$ cat config.mk
export PLATFORM = sky130hd
export DESIGN_NAME = kbd_cmd_decoder
export DESIGN_NICKNAME = d
export VERILOG_FILES = /design/src/rtl/kbd_cmd_decoder.sv
export SDC_FILE = /design/constraint.sdc
export NUM_CORES = 1
export LEC_CHECK = 0
export CAP_MARGIN = 20
export CORE_ASPECT_RATIO = 1.4
export CORE_UTILIZATION = 53
export DETAILED_ROUTE_END_ITERATION = 12
export GPL_TIMING_DRIVEN = 0
export PLACE_DENSITY = 0.87
export SETUP_SLACK_MARGIN = 0.15
export SYNTH_ARGS = -nofsm -noshare
export SYNTH_HDL_FRONTEND = slang
export SYNTH_SLANG_ARGS = --single-unit
export TNS_END_PERCENT = 50
$ cat constraint.sdc
create_clock -name clk -period 3.2 [get_ports clk]
set_clock_uncertainty 0.1 [all_clocks]
set_input_delay 0.64 -clock clk [delete_from_list [all_inputs] [get_ports clk]]
set_output_delay 0.64 -clock clk [all_outputs]
set_load 0.02 [all_outputs]
$ cat src/rtl/kbd_cmd_decoder.sv
// Keyboard command decoder. It captures one ASCII byte per rising edge of kbd_valid and matches it
// against a command table. Outputs are one-cycle pulses, a latched last command and a repeat hold-off.
module kbd_cmd_decoder #(
   parameter int unsigned           NUM_CMDS         = 5,
   parameter logic [8*NUM_CMDS-1:0] CMD_CHARS        = 40'h5246424544,
   parameter bit                    CASE_INSENSITIVE = 1'b1,
   parameter int unsigned           HOLDOFF_CYCLES   = 1000,
   parameter int unsigned           CNT_W            = 16
) (
   input  logic                clk,
   input  logic                reset,
   input  logic [7:0]          kbd_data,
   input  logic                kbd_valid,
   output logic [NUM_CMDS-1:0] cmd_pulse,
   output logic [NUM_CMDS-1:0] cmd_level,
   output logic                unknown_pulse,
   output logic [7:0]          last_char,
   output logic                holdoff_active
);

   localparam logic [CNT_W-1:0] HOLD_LOAD = CNT_W'(HOLDOFF_CYCLES);

   typedef enum logic {StReady = 1'b0, StHold = 1'b1} hold_state_e;

   hold_state_e         state_q, state_d;
   logic [CNT_W-1:0]    cnt_q, cnt_d;
   logic                v_q;
   logic                pend_q;
   logic [7:0]          last_char_q;
   logic [NUM_CMDS-1:0] cmd_pulse_q;
   logic [NUM_CMDS-1:0] cmd_level_q;
   logic                unknown_q;

   logic [7:0]          folded;
   logic                capture;
   logic                match_any;
   logic [NUM_CMDS-1:0] match_oh;
   logic                repeat_blocked;
   logic                accept;
   logic                unknown_d;

   always_comb begin
      folded = kbd_data;
      if (CASE_INSENSITIVE && kbd_data >= 8'h61 && kbd_data <= 8'h7A) begin
         folded = kbd_data - 8'h20;
      end
   end

   assign capture = kbd_valid & ~v_q;

   // Ascending scan with a found flag, so the lowest duplicated entry wins.
   always_comb begin
      match_any = 1'b0;
      match_oh  = '0;
      for (int i = 0; i < int'(NUM_CMDS); i++) begin
         if (!match_any && last_char_q == CMD_CHARS[8*i +: 8]) begin
            match_any   = 1'b1;
            match_oh[i] = 1'b1;
         end
      end
   end

   // cmd_level doubles as the one-hot last-accepted index; all-zero means none.
   assign repeat_blocked = (|(match_oh & cmd_level_q)) & (state_q == StHold);
   assign accept         = pend_q & match_any & ~repeat_blocked;
   assign unknown_d      = pend_q & ~match_any;

   always_ff @(posedge clk or posedge reset) begin
      if (reset) begin
         v_q         <= 1'b0;
         pend_q      <= 1'b0;
         last_char_q <= 8'h00;
         cmd_pulse_q <= '0;
         cmd_level_q <= '0;
         unknown_q   <= 1'b0;
      end else begin
         v_q         <= kbd_valid;
         pend_q      <= capture;
         if (capture) begin
            last_char_q <= folded;
         end
         cmd_pulse_q <= accept ? match_oh : '0;
         if (accept) begin
            cmd_level_q <= match_oh;
         end
         unknown_q   <= unknown_d;
      end
   end

   always_ff @(posedge clk or posedge reset) begin
      if (reset) begin
         state_q <= StReady;
         cnt_q   <= '0;
      end else begin
         state_q <= state_d;
         cnt_q   <= cnt_d;
      end
   end

   always_comb begin
      state_d = state_q;
      cnt_d   = cnt_q;
      unique case (state_q)
         StReady: begin
            if (accept && HOLDOFF_CYCLES != 0) begin
               state_d = StHold;
               cnt_d   = HOLD_LOAD;
            end
         end
         StHold: begin
            if (accept) begin
               cnt_d = HOLD_LOAD;
            end else if (cnt_q == CNT_W'(1)) begin
               cnt_d   = '0;
               state_d = StReady;
            end else begin
               cnt_d = cnt_q - CNT_W'(1);
            end
         end
         default: begin
            state_d = StReady;
            cnt_d   = '0;
         end
      endcase
   end

   assign cmd_pulse      = cmd_pulse_q;
   assign cmd_level      = cmd_level_q;
   assign unknown_pulse  = unknown_q;
   assign last_char      = last_char_q;
   assign holdoff_active = (state_q == StHold);

endmodule
## Word level (Yosys, flattened, before mapping)

Index checks and enable logic that the tools add are counted.
W data, S select, Z words.

- Flip-flop bits (word level): 38
- Input port bits: 11
- Output and inout bits: 20
- Logic and storage cells: 58

- Add/subtract/negate cells: 2
- $lt $le $gt $ge: 2
- Equality and inequality tests: 7
- Mux-type cells: 19
- Bitwise operators: 10
- Reduce and logical (&&, ||, !) cells: 10

Operators by type and width:

| cell | count |
|---|---|
| $mux W16 | 3 |
| $eq A8 B7 Y1 const B | 5 |
| $pmux W16 S2 | 1 |
| $eq A16 B1 Y1 const B | 1 |
| $sub A16 B1 Y16 const B | 1 |
| $mux W1 | 12 |
| $ge A8 B7 Y1 const B | 1 |
| $le A8 B7 Y1 const B | 1 |
| $mux W8 | 1 |
| $sub A8 B6 Y8 const B | 1 |
| $and A1 B1 Y1 | 5 |
| $and A5 B5 Y5 | 1 |
| $logic_and A1 B1 Y1 | 5 |
| $mux W5 | 1 |
| $reduce_or A5 Y1 | 1 |
| $logic_not A1 Y1 | 4 |
| $not A1 Y1 | 4 |
| $ne A2 B2 Y1 const B | 1 |
| $pmux W1 S2 | 1 |

## Logic depth before layout (Yosys ltp)

Gate-level depths: netlist (run 1).

- Word-level depth: 21
- Mapped depth: 8
- Depth with buffers taken out: 7

## Least setup slack after synthesis (run 1)

No wires, ideal clock.

- Path kind: flip-flop to flip-flop
- From: reg cnt_q[1]
- To: reg cnt_q[3]
- Library setup time: 126 ps
- Data arrival time: 1978 ps
- Required time: 2974 ps
- Slack: 996 ps
- Stages on the path, launching flop included: 7
- Buffers on the path: 1
- Clock period less this slack: 2204 ps
- Path through: dfrtp_1 inv_1 ha_1 or4b_2 o41a_1 buf_2 a221o_1

- Cells in the longest elaborated chain, start to end: 4
- Elaborated cells between the ends (all ways): 5
- Those cells by class: 1 x add/sub; 1 x eq/ne; 3 x mux

RTL lines:

| what | line | RTL |
|---|---|---|
| start: declaration | 26 | `logic [CNT_W-1:0] cnt_q, cnt_d;` |
| start signal: assignment | 96 | `cnt_q <= cnt_d;` |
| $sub A16 B1 Y16 / $eq A16 B1 Y1 (equally long branches) | 117, 113 |  |
| $mux W16 (*) | 113 | `end else if (cnt_q == CNT_W'(1)) begin` |
| $mux W16 (*) | 111 | `if (accept) begin` |
| $pmux W16 S2 (*) | 103 | `unique case (state_q)` |

Every way passes the cells marked *; elsewhere a longest branch is shown, timed or not.
A chain may end at the register's enable or synchronous reset.

## Worst setup path after layout (run 1)

- From: reg cnt_q[1]
- To: reg cnt_q[5]

The elaborated chain is that of the path after synthesis.

==> flow_summary.ini, run 1 <==
[finish]
fin_util = 0.687
fin_cells = 282
final_layout_size_suffix_gt1_frac = 0.113
fin_nets = 253
diodes = 0
fill_cells = 269
syn_to_final_growth_pct = 24.7

[clock_tree]
clk_latency_ns = 0.29
cts.sinks = 38
cts-hold-fix-buffers = 0
ctsResizeCount = 0
clk_pin_slew_ns = 0.08
clockBufferDepth = 2
cts_root_buf = clkbuf_8
cts_setup_buffers = 0
cts_tree = done
htreeDepth = 2
cts_made_buffers = 5

[critical_path]
cp-start-kind = flip-flop
arrival_ns = 2.62
worst-endpoint-required_ns = 3.25
cpPeakStageDelay_ns = 0.66
crit_path_end_kind = flip-flop
worstPathCellList = inv_1 -> ha_1 -> or4b_2 -> o41ai_2 -> nor2_1 -> o21ai_0 -> o211ai_1
slowest_stage = or4b_2
path_delay_family = compound AO/OA/AOI/OAI gates
crit_fanout = 6
critical_path_class = reg2reg
crit_buf_inv = 1

[floorplan]
floorplan.rows = 26
die_w_um = 53.8
die-area_sq_um = 4010
start_util = 0.551
core_sq_um = 3610
die_h_um = 74.5
io-pin-count = 31

[power]
irDropWorstVdd_uv = 512
p_per_area_nw_per_um2 = 748
internal-power_mw = 1.13
share_seq_of_total_power = 0.385
combPwrFrac = 0.395
sw_frac_of_total = 0.393
p_leak_nw = 1.03
clockPowerShare = 0.220
power_switching_mw = 0.729

[global_route]
grt_use_total = 0.275
antenna_found_initial = 0
grt_pass1_wl_um = 7890
grt_pass1_vias = 1732
gr-total-overflow = 0
grt_max_degree = 22

[timing]
hold_viol = 0
worstMarginPinSlew_ns = 0.869
fin_tns_setup_ns = 0
clock.fmax_ghz = 0.390
finalMaxSlewViolations = 0
rsz0062_at_grt = false
period_share = 0.802
period_needed_ns = 2.57
setup_viol_count_final = 0
relSlewSlack = 0.420

[placement]
dpl.hpwl_um = 3480
gp_congestion = 0.992
placed_cells = 274
io_buffers = 30

[detailed_routing]
first_pass_iters = 4
wl_per_cell_um = 16.5
detail-route-antenna-nets = 0
drt_wl_total_um = 4660
vias = 1745
drc_errors = 0
drt-initial-drc-count = 65
routed_via_density = 6.19

[job]
cap_violations = 0

[synthesis]
ys_seq_area_frac = 0.478
synth_top_area_share = 0.478
ys_async_sr_fraction = 1.00
ys_seq_elements = 38
synth_edf_count = 0
avgSynthCellArea_sq_um = 9.90
postSynthCellCount = 201
synth_cell_types = 49
synth_top_cell_by_area = dfrtp_1
synth_area_leaders = dfrtp_1, nor4_1, nand2_1, o21ai_0, mux2_2
yosysWarnings = 0
syn-cell-area_sq_um = 1990
synthFlopType = dfrtp_1
syn-num-nets = 215

[worst_hold_path]
hold_class = reg2reg

[outcome]
status = completed
[cells by family (layout without fill, tap and decap cells)]
group | count (synthesis) | after routing | share of synthesized area
xor+xnor | 8 | 8 | 0.0352
mux | 8 | 8 | 0.0434
simple gates | 75 | 75 | 0.211
flops | 38 | 38 | 0.478
fa+ha+maj | 3 | 3 | 0.0189
compound gates | 49 | 49 | 0.172
buf+inv | 20 | 59 | 0.0409
[cell usage in the layout, fill, tap and decap left out, types with 3 or more instances in the layout]
cell type and n:
clkbuf_8 5, nor4_1 11, mux2i_1 3, nor2_1 12
and2_1 4, a21oi_1 8, xor2_1 4, o22ai_1 3
buf_2 5, clkdlybuf4s50_1 30, nand2b_1 3, mux2_2 5
clkbuf_1 6, or4_1 4, o211ai_1 3, nand3_1 5
ha_1 3, dfrtp_1 38, o21ai_0 13, inv_1 10
nand2_1 18, xnor2_1 4
[cell type report]
| cell class | instances | area [sq um] | share of cell area |
|---|---|---|---|
| clock inverter | 2 | 37.5 | 0.0151 |
| tap | 42 | 52.6 | 0.0212 |
| clock buffer | 6 | 72.6 | 0.0293 |
| buffer | 10 | 43.8 | 0.0177 |
| inverter | 10 | 37.5 | 0.0151 |
| sequential | 38 | 951 | 0.383 |
| multi-input combinational | 143 | 957 | 0.386 |
| timing repair buffer | 31 | 328 | 0.132 |
[power by group through the flow]
| stage | Clock [mW] | Sequential (mW) | Combinational (mW) |
|---|---|---|---|
| after floorplan | 0 | 0.711 | 0.520 |
| after global placement | 0 | 0.713 | 0.703 |
| after detailed placement | 0 | 0.721 | 0.724 |
| after CTS | 0.411 | 0.713 | 0.728 |
| after global routing | 0.431 | 0.733 | 0.814 |
| final | 0.408 | 0.715 | 0.733 |
[metal layers]
| layer | GRT usage | vias up | wire length (um) |
|---|---|---|---|
| met4 | 0.120 | 0 | 105 |
| met2 | 0.490 | 65 | 2550 |
| met5 | 0 | - | 0 |
| met3 | 0.0593 | 13 | 212 |
| met1 | 0.304 | 848 | 1790 |
| li1 | - | 819 | - |
[cells in the mapped netlist (all sizes together), types with 5 or more instances]
master,instances
a21oi,8
and2,5
buf,5
clkbuf,5
dfrtp,38
inv,10
mux2,5
nand2,18
nand3,5
nor2,12
nor4,12
o21ai,16
or4,5
[worst paths after layout]
path | start | endpoint | slack [ns] | cells past startpoint
worst max-delay path | cnt_q[1] | cnt_q[5] | 0.63 | 7
worst min-delay path | pend_q | unknown_pulse | 0.43 | 1
worst max register to register | cnt_q[1] | cnt_q[5] | 0.63 | 7
worst min register to register | pend_q | unknown_pulse | 0.43 | 1
max in group asynchronous | reset | cnt_q[8] | 1.70 | 3
min in group asynchronous | reset | cnt_q[0] | 0.73 | 2
[sequential cells by signal (all words and copies together), names as in the netlist]
name,flops
cmd_level,5
cmd_pulse,5
cnt_q,16
holdoff_active,1
last_char,8
pend_q,1
unknown_pulse,1
v_q,1
[metrics by stage]
stage	power, mW	setup WS, ns	hold WS (ns)	instance area, sq um
floorplan	1.23	0.996	0.354	1990
global placement	1.42	0.723	0.392	2340
detailed placement	1.44	0.721	0.409	2370
CTS	1.85	0.627	0.426	2480
global route	1.98	0.493	0.458	2480
finish	1.86	0.635	0.432	2480
No activity file was read; power rests on OpenSTA's default activity.
==> run 2: changes to the inputs <==
Clock period 3.2 ns to 2.7 ns, I/O delays scaled along.
==> flow_summary.ini, run 2 (synthesis results as in run 1) <==
[detailed_routing]
drc_errors = 0
wl_per_cell_um = 16.9
routed_via_density = 6.24
first_pass_iters = 5
vias = 1761
drt-initial-drc-count = 62
detail-route-antenna-nets = 0
drt_wl_total_um = 4770

[timing]
relSlewSlack = 0.413
fin_tns_setup_ns = 0
finalMaxSlewViolations = 0
clock.fmax_ghz = 0.403
period_needed_ns = 2.48
worstMarginPinSlew_ns = 0.879
hold_viol = 0
rsz0062_at_grt = true
setup_viol_count_final = 0
period_share = 0.919

[floorplan]
die_h_um = 74.5
start_util = 0.551
io-pin-count = 31
die-area_sq_um = 4010
floorplan.rows = 26
core_sq_um = 3610
die_w_um = 53.8

[critical_path]
crit_fanout = 10
crit_path_end_kind = flip-flop
critical_path_class = reg2reg
slowest_stage = or4b_2
crit_buf_inv = 2
crit_cells = 8
worstPathCellList = inv_1 -> ha_1 -> or4b_2 -> o41a_1 -> buf_2 -> o21a_1 -> o21ai_1 -> nand3_1
arrival_ns = 2.54
cpPeakStageDelay_ns = 0.67
worst-endpoint-required_ns = 2.76
path_delay_family = simple AND/OR/NAND/NOR gates
reg2regPathDepth = 8
cp-start-kind = flip-flop

[placement]
dpl.hpwl_um = 3480
io_buffers = 30
place_area_sq_um = 2370
gp_congestion = 0.992
placed_cells = 274

[power]
irDropWorstVdd_uv = 608
total_power_mw = 2.23
p_per_area_nw_per_um2 = 889
p_leak_nw = 1.04

[clock_tree]
cts_made_buffers = 5
cts.sinks = 38
htreeDepth = 2
cts_tree = done
clk_pin_slew_ns = 0.08
clockBufferDepth = 2
cts_root_buf = clkbuf_8
cts-hold-fix-buffers = 0
clk_latency_ns = 0.29

[global_route]
grt_use_total = 0.275
gr-total-overflow = 0
grt_pass1_wl_um = 7880
grt_max_degree = 22
grt_pass1_vias = 1736
antenna_found_initial = 0

[finish]
fin_util = 0.694
fin_cells = 282
final_area_sq_um = 2500
mostFrequentLayoutCells = dfrtp_1, clkdlybuf4s50_1, nand2_1
largest_reg_flops = 16
syn_to_final_growth_pct = 25.9
diodes = 0
layout.cells.most_common = dfrtp_1
largest-register = cnt_q
fin_nets = 253
final_layout_size_suffix_gt1_frac = 0.117

[worst_hold_path]
hold_class = reg2reg
whs_path_depth = 1

[outcome]
status = completed

[job]
cap_violations = 0
## run 2: cell count changes in the layout (fill, tap and decap cells not counted)
cell | before | now
o41ai_4 | 0 | 1
o22ai_4 | 0 | 1
o22ai_2 | 1 | 0
nor4_2 | 1 | 2
nor4_1 | 11 | 10
o41ai_2 | 1 | 0
## run 2: worst paths after layout
| check | from | to | slack, ns |
|---|---|---|---|
| max in group asynchronous | reset | cnt_q[7] | 1.29 |
| worst max-delay path | cnt_q[1] | cnt_q[7] | 0.22 |
| worst min-delay path | pend_q | unknown_pulse | 0.43 |
| worst max register to register | cnt_q[1] | cnt_q[7] | 0.22 |
| min in group asynchronous | reset | cmd_level[0] | 0.63 |
| worst min register to register | pend_q | unknown_pulse | 0.43 |
## run 2: final cells by class
| class | count | area, sq um |
|---|---|---|
| clock inverter | 2 | 37.5 |
| clock buffer | 6 | 72.6 |
| buffer | 10 | 43.8 |
| fill | 260 | 1110 |
| timing repair buffer | 31 | 328 |
| sequential | 38 | 951 |
| tap | 42 | 52.6 |
| multi-input combinational | 143 | 982 |
| inverter | 10 | 37.5 |
## run 2: repair_timing
| item | in CTS | in global routing |
|---|---|---|
| resized for setup | 1 | 2 |
| buffers inserted | 0 | 0 |
| setup endpoints to repair | 1 | 8 |
## run 2: stage by stage
stage               setup WS, ns  hold slack [ns]
finish                     0.219            0.428
global route               0.148            0.458
CTS                        0.252            0.426
detailed placement         0.221            0.409
global placement           0.223            0.392
floorplan                  0.496            0.354
## run 2: layer usage
| metal | GRT usage | vias up | wire length, um |
|---|---|---|---|
| li1 | - | 816 | - |
| met1 | 0.304 | 830 | 1800 |
| met2 | 0.490 | 90 | 2570 |
| met3 | 0.0552 | 25 | 257 |
| met4 | 0.126 | 0 | 144 |
| met5 | 0 | - | 0 |
## run 2: report_power, final
group	total [mW]	internal, mW	leakage [nW]	switching, mW
combinational	0.890	0.378	0.492	0.512
clock	0.483	0.276	0.0514	0.207
sequential	0.853	0.687	0.494	0.165
total	2.23	1.34	1.04	0.885
==> run 3: changes to the inputs <==
Settings changed: CORE_ASPECT_RATIO 1.4 to 1.1, GPL_TIMING_DRIVEN 0 to unset.
==> flow_summary.ini, run 3 (synthesis results as in run 1) <==
[global_route]
grt_pass1_wl_um = 7310
antenna_found_initial = 0
gr-total-overflow = 0
grt_max_degree = 39
grt_pass1_vias = 1577
grt_use_total = 0.250

[placement]
io_buffers = 30
gp_congestion = 0.887
place_area_sq_um = 2340
dpl.hpwl_um = 3130
dp_slack_ns = 0.322

[finish]
final_area_sq_um = 2410
syn_to_final_growth_pct = 21.4
mostFrequentLayoutCells = dfrtp_1, clkdlybuf4s50_1, nand2_1
final_layout_size_suffix_gt1_frac = 0.111
layout.cells.most_common = dfrtp_1
largest-register = cnt_q
largest_reg_flops = 16
diodes = 0
fin_nets = 247

[clock_tree]
cts_setup_buffers = 0
cts.sinks = 38
ctsResizeCount = 0
cts_made_buffers = 5
cts-hold-fix-buffers = 0
clockBufferDepth = 2
cts_root_buf = clkbuf_4
htreeDepth = 2
cts_tree = done
clk_pin_slew_ns = 0.11
clk_latency_ns = 0.35

[detailed_routing]
drt_wl_total_um = 4340
first_pass_iters = 4
drt-initial-drc-count = 100
wl_per_cell_um = 15.4
drc_errors = 0
routed_via_density = 5.95
detail-route-antenna-nets = 0
vias = 1679

[power]
irDropWorstVdd_uv = 504
p_leak_nw = 1.01
p_per_area_nw_per_um2 = 832

[timing]
rsz0062_at_grt = true
fin_tns_setup_ns = 0
relSlewSlack = 0.472
finalMaxSlewViolations = 0
period_share = 0.903
setup_viol_count_final = 0
worstMarginPinSlew_ns = 0.791
clock.fmax_ghz = 0.410
setup_slack_ns = 0.262
period_needed_ns = 2.44
hold_viol = 0

[job]
cap_violations = 0

[critical_path]
crit_fanout = 10
crit_path_end_kind = flip-flop
critical_path_class = reg2reg
arrival_ns = 2.56
worst-endpoint-required_ns = 2.82
cp-start-kind = flip-flop

[floorplan]
floorplan.rows = 22
die-area_sq_um = 4000
core_sq_um = 3470
start_util = 0.574
die_w_um = 60.4
io-pin-count = 31
die_h_um = 66.3

[worst_hold_path]
hold_class = reg2reg

[outcome]
status = completed
-- run 3: changes by cell type in the layout (fill, tap and decap cells not counted), sizes merged --
cell      change
clkbuf        -4
buf           -1
bufinv        -1
clkinv        +1
clkinvlp      -1
-- run 3: metal layers --
metal	part of all wire	vias to the layer above	track usage
li1	-	803	-
met1	0.42	797	0.322
met2	0.50	67	0.402
met3	0.052	12	0.0450
met4	0.022	0	0.116
met5	0	-	0
-- run 3: cell type report --
type	instances	area, sq um
Multi-Input combinational cell	143	968
Fill cell	286	1050
Clock inverter	1	5.00
Timing Repair Buffer	35	338
Inverter	10	37.5
Sequential cell	38	951
Clock buffer	7	55.1
Tap cell	48	60.1
-- run 3: critical path, stage by stage, from the launching register on --
cell	delay, ns
dfrtp_1	0.43
inv_1	0.09
ha_1	0.15
or4b_2	0.67
o41a_1	0.50
o21a_1	0.17
o21ai_1	0.12
nand3_1	0.09
-- run 3: worst paths after layout --
| check | startpoint | end | slack [ns] | cells past startpoint |
|---|---|---|---|---|
| hold reg to reg | pend_q | unknown_pulse | 0.43 | 1 |
| min in group asynchronous | reset | cnt_q[10] | 0.50 | 3 |
| setup reg to reg | cnt_q[1] | cnt_q[7] | 0.26 | 7 |
| max in group asynchronous | reset | last_char[1] | 1.68 | 3 |
| setup / recovery | cnt_q[1] | cnt_q[7] | 0.26 | 7 |
| hold / removal | pend_q | unknown_pulse | 0.43 | 1 |
-- run 3: per-stage QoR --
stage,cells,hold WS (ns),total power [mW],utilization
floorplan,201,0.354,1.46,-
global placement,274,0.368,1.64,0.676
detailed placement,274,0.395,1.67,0.676
CTS,282,0.434,1.98,0.693
global route,282,0.472,2.14,0.696
finish,282,0.428,2.01,0.696
-- run 3: power breakdown --
| part | internal (mW) | total (mW) | switching (mW) |
|---|---|---|---|
| logic | 0.352 | 0.837 | 0.485 |
| clock network | 0.126 | 0.306 | 0.180 |
| registers | 0.687 | 0.867 | 0.180 |
| total | 1.17 | 2.01 | 0.845 |
